==> src/rtl/ldm_stm_pkg.sv <==
// ldm_stm_pkg: shared types and helpers for the LDM/STM memory sequencer.
//   state_e    - sequencer FSM states
//   mode_e     - addressing mode encoded as {P, U}
//   WORD_BYTES - byte stride between consecutive word accesses
//   popcount16 - number of registers selected by a 16-bit register list
package ldm_stm_pkg;

    localparam int unsigned WORD_BYTES = 4;
    // Wide enough to hold a register count of 0..16.
    localparam int unsigned CNT_W      = 5;
    localparam int unsigned REG_W      = 4;

    typedef enum logic [2:0] {
        ST_IDLE  = 3'd0,
        ST_XFER  = 3'd1,
        ST_DRAIN = 3'd2,
        ST_WB    = 3'd3,
        ST_DONE  = 3'd4
    } state_e;

    // Encoded as {P, U}.
    typedef enum logic [1:0] {
        MODE_DA = 2'b00,
        MODE_IA = 2'b01,
        MODE_DB = 2'b10,
        MODE_IB = 2'b11
    } mode_e;

    function automatic logic [CNT_W-1:0] popcount16(input logic [15:0] v);
        logic [CNT_W-1:0] c;
        c = '0;
        for (int i = 0; i < 16; i++) begin
            c = c + CNT_W'(v[i]);
        end
        return c;
    endfunction

endpackage

==> src/rtl/ldm_stm_rd_pipe.sv <==
// ldm_stm_rd_pipe: DEPTH-stage valid/index shift pipe. Delays each read
// strobe and its destination register so the register-file write lines up
// with the cycle the memory returns data.
//   clk_i, rst_ni - clock, asynchronous active-low reset
//   valid_i/idx_i - read issued this cycle and its destination register
//   valid_o/idx_o - the same, DEPTH cycles later (idx_o is 0 when invalid)
module ldm_stm_rd_pipe
    import ldm_stm_pkg::*;
#(
    parameter int unsigned DEPTH = 1
) (
    input  logic             clk_i,
    input  logic             rst_ni,
    input  logic             valid_i,
    input  logic [REG_W-1:0] idx_i,
    output logic             valid_o,
    output logic [REG_W-1:0] idx_o
);

    logic [DEPTH-1:0]            vld_q;
    logic [DEPTH-1:0][REG_W-1:0] idx_q;

    // Shift register; the index is zeroed on empty slots to keep idx_o quiet.
    always_ff @(posedge clk_i or negedge rst_ni) begin
        if (!rst_ni) begin
            vld_q <= '0;
            idx_q <= '0;
        end else begin
            for (int i = int'(DEPTH) - 1; i > 0; i--) begin
                vld_q[i] <= vld_q[i-1];
                idx_q[i] <= idx_q[i-1];
            end
            vld_q[0] <= valid_i;
            idx_q[0] <= valid_i ? idx_i : '0;
        end
    end

    assign valid_o = vld_q[DEPTH-1];
    assign idx_o   = idx_q[DEPTH-1];

endmodule

==> src/rtl/ldm_stm_mem_sequencer.sv <==
// ldm_stm_mem_sequencer: consumer of the LDM/STM register-address stream.
// Each accepted (reg_addr, en) beat becomes one word memory access plus the
// matching register-file read (STM) or delayed register-file write (LDM).
// The block also computes the IA/IB/DA/DB start address, performs optional
// base writeback and pulses done_out at the end.
//   clk_in, reset_in         - clock, asynchronous active-low reset
//   ldm_stm_start_in         - start pulse; fields below sampled with it
//   reg_list_in, base_addr_in, rn_in, p_in, u_in, l_in, w_in
//   reg_addr_in, ldm_stm_en_in - beat stream from the address generator
//   rf_rd_data_in            - combinational register-file read data
//   mem_rdata_in             - memory read data, MEM_RD_LAT after the strobe
//   mem_*_out                - word memory access (address/strobes/store data)
//   rf_rd_addr_out           - register read index for stores
//   rf_wr_*_out              - register-file write port (loads and writeback)
//   busy_out, done_out       - transfer in progress / one-cycle completion
module ldm_stm_mem_sequencer
    import ldm_stm_pkg::*;
#(
    parameter int unsigned ADDR_W     = 32,
    parameter int unsigned DATA_W     = 32,
    parameter int unsigned MEM_RD_LAT = 1
) (
    input  logic              clk_in,
    input  logic              reset_in,
    input  logic              ldm_stm_start_in,
    input  logic [15:0]       reg_list_in,
    input  logic [ADDR_W-1:0] base_addr_in,
    input  logic [3:0]        rn_in,
    input  logic              p_in,
    input  logic              u_in,
    input  logic              l_in,
    input  logic              w_in,
    input  logic [3:0]        reg_addr_in,
    input  logic              ldm_stm_en_in,
    input  logic [DATA_W-1:0] rf_rd_data_in,
    input  logic [DATA_W-1:0] mem_rdata_in,
    output logic [ADDR_W-1:0] mem_addr_out,
    output logic              mem_rd_en_out,
    output logic              mem_wr_en_out,
    output logic [DATA_W-1:0] mem_wdata_out,
    output logic [3:0]        rf_rd_addr_out,
    output logic              rf_wr_en_out,
    output logic [3:0]        rf_wr_addr_out,
    output logic [DATA_W-1:0] rf_wr_data_out,
    output logic              busy_out,
    output logic              done_out
);

    localparam logic [ADDR_W-1:0] STRIDE = ADDR_W'(WORD_BYTES);

    state_e             state_q, state_d;
    logic [ADDR_W-1:0]  addr_q, addr_d;
    logic [ADDR_W-1:0]  mem_addr_q, mem_addr_d;
    logic [ADDR_W-1:0]  wb_data_q, wb_data_d;
    logic [CNT_W-1:0]   remaining_q, remaining_d;
    logic [CNT_W-1:0]   pend_q, pend_d;
    logic [REG_W-1:0]   rn_q, rn_d;
    logic [REG_W-1:0]   rf_rd_addr_q, rf_rd_addr_d;
    logic               l_q, l_d;
    logic               w_q, w_d;
    logic               wb_skip_q, wb_skip_d;
    logic               mem_rd_q, mem_rd_d;
    logic               mem_wr_q, mem_wr_d;
    logic               busy_q, busy_d;
    logic               done_q, done_d;
    logic               wb_q, wb_d;

    logic               beat;
    logic [CNT_W-1:0]   n_regs;
    logic [ADDR_W-1:0]  span;
    logic [ADDR_W-1:0]  start_addr;
    logic               pipe_vld;
    logic [REG_W-1:0]   pipe_idx;

    // Transfer size and lowest address, evaluated from the start-time fields.
    assign n_regs = popcount16(reg_list_in);
    assign span   = ADDR_W'(n_regs) * STRIDE;

    always_comb begin
        start_addr = base_addr_in;
        case (mode_e'({p_in, u_in}))
            MODE_IA: start_addr = base_addr_in;
            MODE_IB: start_addr = base_addr_in + STRIDE;
            MODE_DA: start_addr = base_addr_in - span + STRIDE;
            MODE_DB: start_addr = base_addr_in - span;
            default: start_addr = base_addr_in;
        endcase
    end

    // Beats outside XFER or past the latched count are dropped.
    assign beat = (state_q == ST_XFER) && ldm_stm_en_in && (remaining_q != '0);

    // Next-state and registered-output logic.
    always_comb begin
        state_d      = state_q;
        addr_d       = addr_q;
        mem_addr_d   = mem_addr_q;
        wb_data_d    = wb_data_q;
        remaining_d  = remaining_q;
        rn_d         = rn_q;
        rf_rd_addr_d = rf_rd_addr_q;
        l_d          = l_q;
        w_d          = w_q;
        wb_skip_d    = wb_skip_q;
        mem_rd_d     = 1'b0;
        mem_wr_d     = 1'b0;
        // Loads issued but not yet written back to the register file.
        pend_d       = pend_q + CNT_W'(beat & l_q) - CNT_W'(pipe_vld);

        case (state_q)
            ST_IDLE: begin
                if (ldm_stm_start_in) begin
                    addr_d      = start_addr;
                    remaining_d = n_regs;
                    rn_d        = rn_in;
                    l_d         = l_in;
                    w_d         = w_in;
                    // A load that includes Rn keeps the loaded value.
                    wb_skip_d   = l_in & w_in & reg_list_in[rn_in];
                    wb_data_d   = u_in ? (base_addr_in + span) : (base_addr_in - span);
                    pend_d      = '0;
                    state_d     = (n_regs == '0) ? ST_DONE : ST_XFER;
                end
            end
            ST_XFER: begin
                if (beat) begin
                    mem_addr_d   = addr_q;
                    addr_d       = addr_q + STRIDE;
                    remaining_d  = remaining_q - CNT_W'(1);
                    rf_rd_addr_d = reg_addr_in;
                    mem_rd_d     = l_q;
                    mem_wr_d     = ~l_q;
                    if (remaining_q == CNT_W'(1)) begin
                        if (l_q) begin
                            state_d = ST_DRAIN;
                        end else begin
                            state_d = w_q ? ST_WB : ST_DONE;
                        end
                    end
                end
            end
            ST_DRAIN: begin
                // Leave in the cycle the final load's register write issues.
                if (pipe_vld && (pend_q == CNT_W'(1))) begin
                    state_d = (w_q && !wb_skip_q) ? ST_WB : ST_DONE;
                end
            end
            ST_WB: begin
                state_d = ST_DONE;
            end
            ST_DONE: begin
                state_d = ST_IDLE;
            end
            default: begin
                state_d = ST_IDLE;
            end
        endcase

        busy_d = (state_d != ST_IDLE);
        done_d = (state_d == ST_DONE);
        wb_d   = (state_d == ST_WB);
    end

    always_ff @(posedge clk_in or negedge reset_in) begin
        if (!reset_in) begin
            state_q      <= ST_IDLE;
            addr_q       <= '0;
            mem_addr_q   <= '0;
            wb_data_q    <= '0;
            remaining_q  <= '0;
            pend_q       <= '0;
            rn_q         <= '0;
            rf_rd_addr_q <= '0;
            l_q          <= 1'b0;
            w_q          <= 1'b0;
            wb_skip_q    <= 1'b0;
            mem_rd_q     <= 1'b0;
            mem_wr_q     <= 1'b0;
            busy_q       <= 1'b0;
            done_q       <= 1'b0;
            wb_q         <= 1'b0;
        end else begin
            state_q      <= state_d;
            addr_q       <= addr_d;
            mem_addr_q   <= mem_addr_d;
            wb_data_q    <= wb_data_d;
            remaining_q  <= remaining_d;
            pend_q       <= pend_d;
            rn_q         <= rn_d;
            rf_rd_addr_q <= rf_rd_addr_d;
            l_q          <= l_d;
            w_q          <= w_d;
            wb_skip_q    <= wb_skip_d;
            mem_rd_q     <= mem_rd_d;
            mem_wr_q     <= mem_wr_d;
            busy_q       <= busy_d;
            done_q       <= done_d;
            wb_q         <= wb_d;
        end
    end

    // Read strobe and its register index, delayed to the data-return cycle.
    ldm_stm_rd_pipe #(
        .DEPTH (MEM_RD_LAT)
    ) u_rd_pipe (
        .clk_i   (clk_in),
        .rst_ni  (reset_in),
        .valid_i (mem_rd_q),
        .idx_i   (rf_rd_addr_q),
        .valid_o (pipe_vld),
        .idx_o   (pipe_idx)
    );

    assign mem_addr_out   = mem_addr_q;
    assign mem_rd_en_out  = mem_rd_q;
    assign mem_wr_en_out  = mem_wr_q;
    // Store data passes straight from the register file during the strobe.
    assign mem_wdata_out  = mem_wr_q ? rf_rd_data_in : '0;
    assign rf_rd_addr_out = rf_rd_addr_q;

    // Load writes and the writeback cycle never overlap (WB follows the drain).
    assign rf_wr_en_out   = pipe_vld | wb_q;
    assign rf_wr_addr_out = pipe_vld ? pipe_idx : (wb_q ? rn_q : '0);
    assign rf_wr_data_out = pipe_vld ? mem_rdata_in : (wb_q ? DATA_W'(wb_data_q) : '0);

    assign busy_out = busy_q;
    assign done_out = done_q;

endmodule

==> config.mk <==
export PLATFORM = sky130hd
export DESIGN_NAME = ldm_stm_mem_sequencer
export DESIGN_NICKNAME = d
export VERILOG_FILES = /design/src/rtl/ldm_stm_pkg.sv /design/src/rtl/ldm_stm_rd_pipe.sv /design/src/rtl/ldm_stm_mem_sequencer.sv
export SDC_FILE = /design/constraint.sdc
export NUM_CORES = 1
export LEC_CHECK = 0
export ABC_AREA = 1
export CAP_MARGIN = 40
export CORE_MARGIN = 10
export CORE_UTILIZATION = 37
export CTS_BUF_LIST = sky130_fd_sc_hd__clkbuf_16
export DETAILED_ROUTE_END_ITERATION = 8
export GPL_TIMING_DRIVEN = 0
export PLACE_DENSITY_LB_ADDON = 0.2
export SLEW_MARGIN = 20
export SYNTH_ARGS = -nofsm -noshare
export SYNTH_HDL_FRONTEND = slang
export SYNTH_HIERARCHICAL = 1
export SYNTH_SLANG_ARGS = --single-unit
==> constraint.sdc <==
create_clock -name clk_in -period 6 [get_ports clk_in]
set_clock_uncertainty 0.1 [all_clocks]
set_input_delay 0.9 -clock clk_in [delete_from_list [all_inputs] [get_ports clk_in]]
set_output_delay 0.9 -clock clk_in [all_outputs]
set_load 0.03 [all_outputs]
==> results.txt, run 1 <==
run status - finished, violations left
failing checks - setup timing
stage delay of the slowest cell on the critical path - 0.56 ns
Post-synth top flop - sky130_fd_sc_hd__dfrtp_1
Residual DRC - 0
Post-Route Setup TNS - -1.326 ns
number of hold violations in the final report - 0
post-synth top area share - 28.30%
XOR/XNOR share of the synthesized area - 1.676%
CP dominant cell by count - sky130_fd_sc_hd__inv_2
count of flip-flops with a built-in enable after synthesis - 0
cell count after placement - 2,390
kind of path behind the tightest hold check - in2async
Synth Area in Simple Gates - 35.66%
routability cong. - 0.9618
total overflow reported by the global router - 0
Worst Max-Slew Pin Slew - 0.7748 ns
final cycle utilization of the critical path - 101.6%
post-detailed-placement cell area - 14,300 um^2
arithmetic-cell share of the synthesized area counting full adders, half adders and majority gates - 5.421%
fraction of final layout cells sized beyond drive strength 1 - 19.21%
net count of the finished layout - 2,286
reported leakage power - 7.547 nW
async set-or-reset flop fraction in the synthesized netlist - 100.0%
number of nets still failing antenna checks after routing - 0
final number of max-transition violations - 0
initial antenna violation count - 2
design area - 16,420 um^2
leading cell types by count after synthesis - sky130_fd_sc_hd__nand2_1 (470), sky130_fd_sc_hd__inv_1 (251), sky130_fd_sc_hd__o21ai_0 (165)
Critical Path RT - 6.20 ns
clock transition at the register clock pins on the worst setup and hold paths after CTS - 0.06 ns
number of rows created at floorplan - 64
final instance count without filler cells - 2,525
Area Growth Syn to Fin - 42.85%
first-pass GRT wire length - 70,220 um
combinational family with the most area after synthesis - simple AND/OR/NAND/NOR gates
number of vias per cell after detailed routing - 5.202
Setup Viol. Count Final - 23
multiplexer fraction of the synthesized cell area - 0.6858%
classification of the worst setup path - in2reg
fraction of the mapped netlist area in compound gates - 16.61%
Critical Path Start Type - input pin
Clk Latency, worst-skew pair - 0.43 ns
Ys Warns - 6
worst-case headroom to the max-slew limit - 48.35%
post-synthesis instance area - 11,490 um^2
Final WS setup - -0.09715 ns
HPWL after detailed placement - 35,570 um
CP Max Fanout - 4
most area-consuming cells after synthesis - sky130_fd_sc_hd__dfrtp_1 (28%), sky130_fd_sc_hd__nand2_1 (15%), sky130_fd_sc_hd__inv_1 (8.2%)
power per cell area - 452.2 nW/um^2
Die Ht - 196.3 um
Clock Path Buffers - 2
per-cell routed wire length - 18.09 um
First-pass DRT Iterations - 6
leading cell type by number of instances after synthesis - sky130_fd_sc_hd__nand2_1
count of cell types in the netlist - 51
Max Clk Rate - 0.1640 GHz
largest area contributor in the synthesized netlist - sky130_fd_sc_hd__dfrtp_1
syn nets - 1,936
violation count after the first detailed-route iteration - 1,011
overall track demand over capacity in global routing - 22.73%
initial core utilization - 37.58%
setup repair after global routing missed its margin - true
boundary pin count - 237
Buffers on Ports - 227
Maximum Capacitance Violations - 0
largest net degree at the start of global routing - 93
Die W - 196.3 um
Mapped Avg Cell Area - 6.509 um^2
WP data arrival - 6.29 ns
Die ar. - 38,520 um^2
via count of the first global-routing pass - 12,600
htree depth - 4
worst IR drop on VDD - 229.4 uV
number of clock sinks - 130
area of the placeable core - 30,590 um^2
number of buffers created by CTS - 17
overall via count from detail_route - 13,140
Util after Layout - 53.68%
share of synthesized area occupied by flip-flops and latches - 28.30%
total wire length after detailed routing - 45,690 um
clock tree root driver cell - sky130_fd_sc_hd__clkbuf_16
crit path capture type - register
count of state elements after synthesis - 130
CTS tree - done
final worst path period need - 6.097 ns
master of the slowest instance on the critical path - sky130_fd_sc_hd__fa_1
Tot Pwr - 7.426 mW
Post-Synthesis Cells - 1,766
n_diodes - 0
timing repair:
item                       CTS  global route
pin swaps                   79            77
hold buffers                 0             0
setup endpoints to repair   47            40
buffers inserted            73            30
resized for setup          163            76
metal layers:
| metal | GRT usage (%) | wire length (um) |
|---|---|---|
| met5 | 0 | 7 |
| met4 | 4.751 | 678 |
| met3 | 3.581 | 2744 |
| met2 | 39.22 | 22560 |
| met1 | 29.18 | 19700 |
power by group:
group          internal, mW  switching, mW  total [mW]
logic                  1.85           2.86        4.71
registers              1.29          0.256        1.55
clock network         0.735          0.435        1.17
worst paths after layout:
kind,endpoint,cells after the start,startpoint,slack (ns)
max,addr_q[18],34,reg_list_in[7],-0.1
min,rn_q[0],1,reset_in,0.24
max reg2reg,pend_q[4],19,remaining_q[0],2.09
min reg2reg,rn_q[3],2,rn_q[3],0.38
max in group asynchronous,addr_q[15],2,reset_in,4.77
min in group clk_in,rn_q[3],2,rn_q[3],0.38
metrics by stage:
step                hold WS [ns]  setup WS (ns)
finish                    0.2423       -0.09715
detailed placement        0.3634         -1.455
global route              0.2589        -0.3342
CTS                       0.2509        -0.1677
floorplan                 0.3425        0.01263
global placement          0.3616         -1.456
state kept, by name, indices dropped and copies added, names as in the netlist, 3 cells and up:
register         count
rn_q                 4
mem_addr_out        32
wb_data_q           32
addr_q              32
u_rd_pipe/idx_o      4
rf_rd_addr_out       4
remaining_q          5
state_q              3
pend_q               5
layout by cell type, fill, tap and decap left out, drive strengths merged, types with 73 or more instances in the layout:
master / synthesis / final
nand2: 506 / 506
inv: 261 / 263
clkdlybuf4s50: 0 / 217
o21ai: 179 / 179
nor2: 173 / 173
nand3: 138 / 138
buf: 21 / 131
dfrtp: 130 / 130
a21oi: 98 / 98
clkbuf: 52 / 73
worst max-delay path: cells and delay by family:
kind / cells / cell delay, ns
buffers and inverters: 9 / 0.67
adders and majority gates: 7 / 2.64
AOI/OAI and AO/OA: 3 / 0.51
and+or+nand+nor: 15 / 1.57
cell families (layout without fill, tap and decap cells):
kind of cell / after synthesis / count (layout)
adder cells (fa/ha/maj): 42 / 42
AND/OR/NAND/NOR: 884 / 884
buffers and inverters: 338 / 701
multiplexers: 7 / 7
XOR/XNOR: 22 / 22
flip-flops: 130 / 130
AO/OA/AOI/OAI: 343 / 343
area by class of cell:
type | instances | area (um^2)
Fill cell | 2983 | 14170
Multi-Input combinational cell | 1298 | 7560
Sequential cell | 130 | 3253
Timing Repair Buffer | 331 | 3114
Inverter | 265 | 1015
Tap cell | 396 | 495.5
Clock buffer | 17 | 425.4
Buffer | 73 | 344.1
Clock inverter | 15 | 214.0
No activity file was read; power rests on OpenSTA's default activity.
==> run 2, diff against run 1 <==
Settings changed: CTS_CLUSTER_SIZE set to 40, TNS_END_PERCENT set to 10.
==> results.txt, run 2 (synthesis gave the netlist of run 1 again) <==
run status - finished, violations left
failing checks - setup timing
Maximum Capacitance Violations - 0
Setup Viol. Count Final - 4
initial core utilization - 37.58%
clock transition at the register clock pins on the worst setup and hold paths after CTS - 0.07 ns
number of nets still failing antenna checks after routing - 0
number of hold violations in the final report - 0
violation count after the first detailed-route iteration - 1,051
net count of the finished layout - 2,259
Clock Path Buffers - 2
routability cong. - 0.9624
worst-case headroom to the max-slew limit - 49.80%
number of buffers added to fix hold violations after cts - 0
largest net degree at the start of global routing - 93
Critical Path Start Type - input pin
setup repair after global routing missed its margin - true
Max Clk Rate - 0.1656 GHz
HPWL after detailed placement - 35,650 um
kind of path behind the tightest hold check - in2async
per-cell routed wire length - 18.03 um
Clk Latency, worst-skew pair - 0.44 ns
Residual DRC - 0
area of the placeable core - 30,590 um^2
Die ar. - 38,520 um^2
total overflow reported by the global router - 0
Worst Max-Slew Pin Slew - 0.7530 ns
reported leakage power - 7.314 nW
number of buffers created by CTS - 17
final number of max-transition violations - 0
design area - 15,950 um^2
WP data arrival - 6.26 ns
fraction of final layout cells sized beyond drive strength 1 - 17.27%
overall track demand over capacity in global routing - 22.66%
reg2reg setup slack - 2.14 ns
Die Ht - 196.3 um
Critical Path RT - 6.22 ns
# fillers - 3,031
Area Growth Syn to Fin - 38.74%
clock tree root driver cell - sky130_fd_sc_hd__clkbuf_16
CTS tree - done
total wire length after detailed routing - 45,050 um
number of vias per cell after detailed routing - 5.191
Util after Layout - 52.14%
first-pass GRT wire length - 70,130 um
final cycle utilization of the critical path - 100.6%
crit path capture type - register
final worst path period need - 6.038 ns
most common library cell in the layout ignoring fill and taps - sky130_fd_sc_hd__nand2_1
power per cell area - 448.2 nW/um^2
number of clock sinks - 130
overall via count from detail_route - 12,970
Final WS setup - -0.03778 ns
via count of the first global-routing pass - 12,700
initial antenna violation count - 2
htree depth - 4
Die W - 196.3 um
CP dominant cell by count - sky130_fd_sc_hd__inv_2
number of rows created at floorplan - 64
most used cells in the layout excluding fill and tap cells - sky130_fd_sc_hd__nand2_1 (436), sky130_fd_sc_hd__inv_1 (235), sky130_fd_sc_hd__clkdlybuf4s50_1 (217), sky130_fd_sc_hd__o21ai_0 (160), sky130_fd_sc_hd__dfrtp_1 (130)
stage delay of the slowest cell on the critical path - 0.59 ns
CP Max Fanout - 6
Buffers on Ports - 227
First-pass DRT Iterations - 5
worst IR drop on VDD - 234.1 uV
boundary pin count - 237
post-detailed-placement cell area - 14,300 um^2
worst hold margin - 0.2317 ns
master of the slowest instance on the critical path - sky130_fd_sc_hd__fa_2
classification of the worst setup path - in2reg
run 2: final cells by class:
type	count	area [um^2]	area share, %
diodes	1	2.502	0.01569
plain buffers	73	347.8	2.181
clock buffers	17	425.4	2.668
clock inverters	15	123.9	0.7767
inverters	265	1013	6.355
multi-input cells	1298	7425	46.56
flip-flops and latches	130	3253	20.40
well taps	396	495.5	3.107
repair buffers	304	2861	17.94
run 2: worst paths after layout:
| path | start | end | cells past startpoint |
|---|---|---|---|
| worst max register to register | remaining_q[0] | pend_q[4] | 19 |
| worst min-delay path | reset_in | rn_q[0] | 1 |
| min in group clk_in | mem_rd_en_out | u_rd_pipe/valid_o | 0 |
| max in group asynchronous | reset_in | addr_q[21] | 2 |
| worst max-delay path | reg_list_in[11] | addr_q[20] | 29 |
| worst min register to register | mem_rd_en_out | u_rd_pipe/valid_o | 0 |
run 2: layer usage:
| metal | part of all wire (%) | global-route usage [%] | up-vias |
|---|---|---|---|
| li1 | - | - | 6356 |
| met1 | 44 | 29.06 | 6115 |
| met2 | 49 | 38.80 | 438 |
| met5 | 0 | 0 | - |
| met4 | 1.9 | 5.939 | 0 |
| met3 | 5.6 | 3.308 | 63 |
run 2: what timing repair did:
item	CTS	global route
setup endpoints to repair	46	38
buffers inserted	54	23
resized for setup	124	66
pin swaps	68	70
run 2: worst max-delay path: cells and delay by family:
| family | cells | cell delay (ns) |
|---|---|---|
| adders and majority gates | 8 | 3.45 |
| AOI/OAI and AO/OA | 3 | 0.36 |
| and+or+nand+nor | 11 | 1.17 |
| buffers and inverters | 7 | 0.37 |
run 2: power by group:
part	switching (mW)	internal (mW)	total, mW
combinational	2.81	1.77	4.58
clock	0.475	0.539	1.01
sequential	0.255	1.29	1.55
run 2: metrics by stage:
step / std cells / TNS [ns] / setup WS [ns] / power, mW
after floorplan: 1766 / -0.007867 / -0.004144 / 4.055
after global placement: 2389 / -229.10 / -1.438 / 5.387
after detailed placement: 2390 / -48.26 / -1.425 / 5.434
after CTS: 2475 / -0.7532 / -0.08398 / 6.945
after global routing: 2499 / -4.507 / -0.2505 / 7.677
final: 2499 / -0.07754 / -0.03778 / 7.147
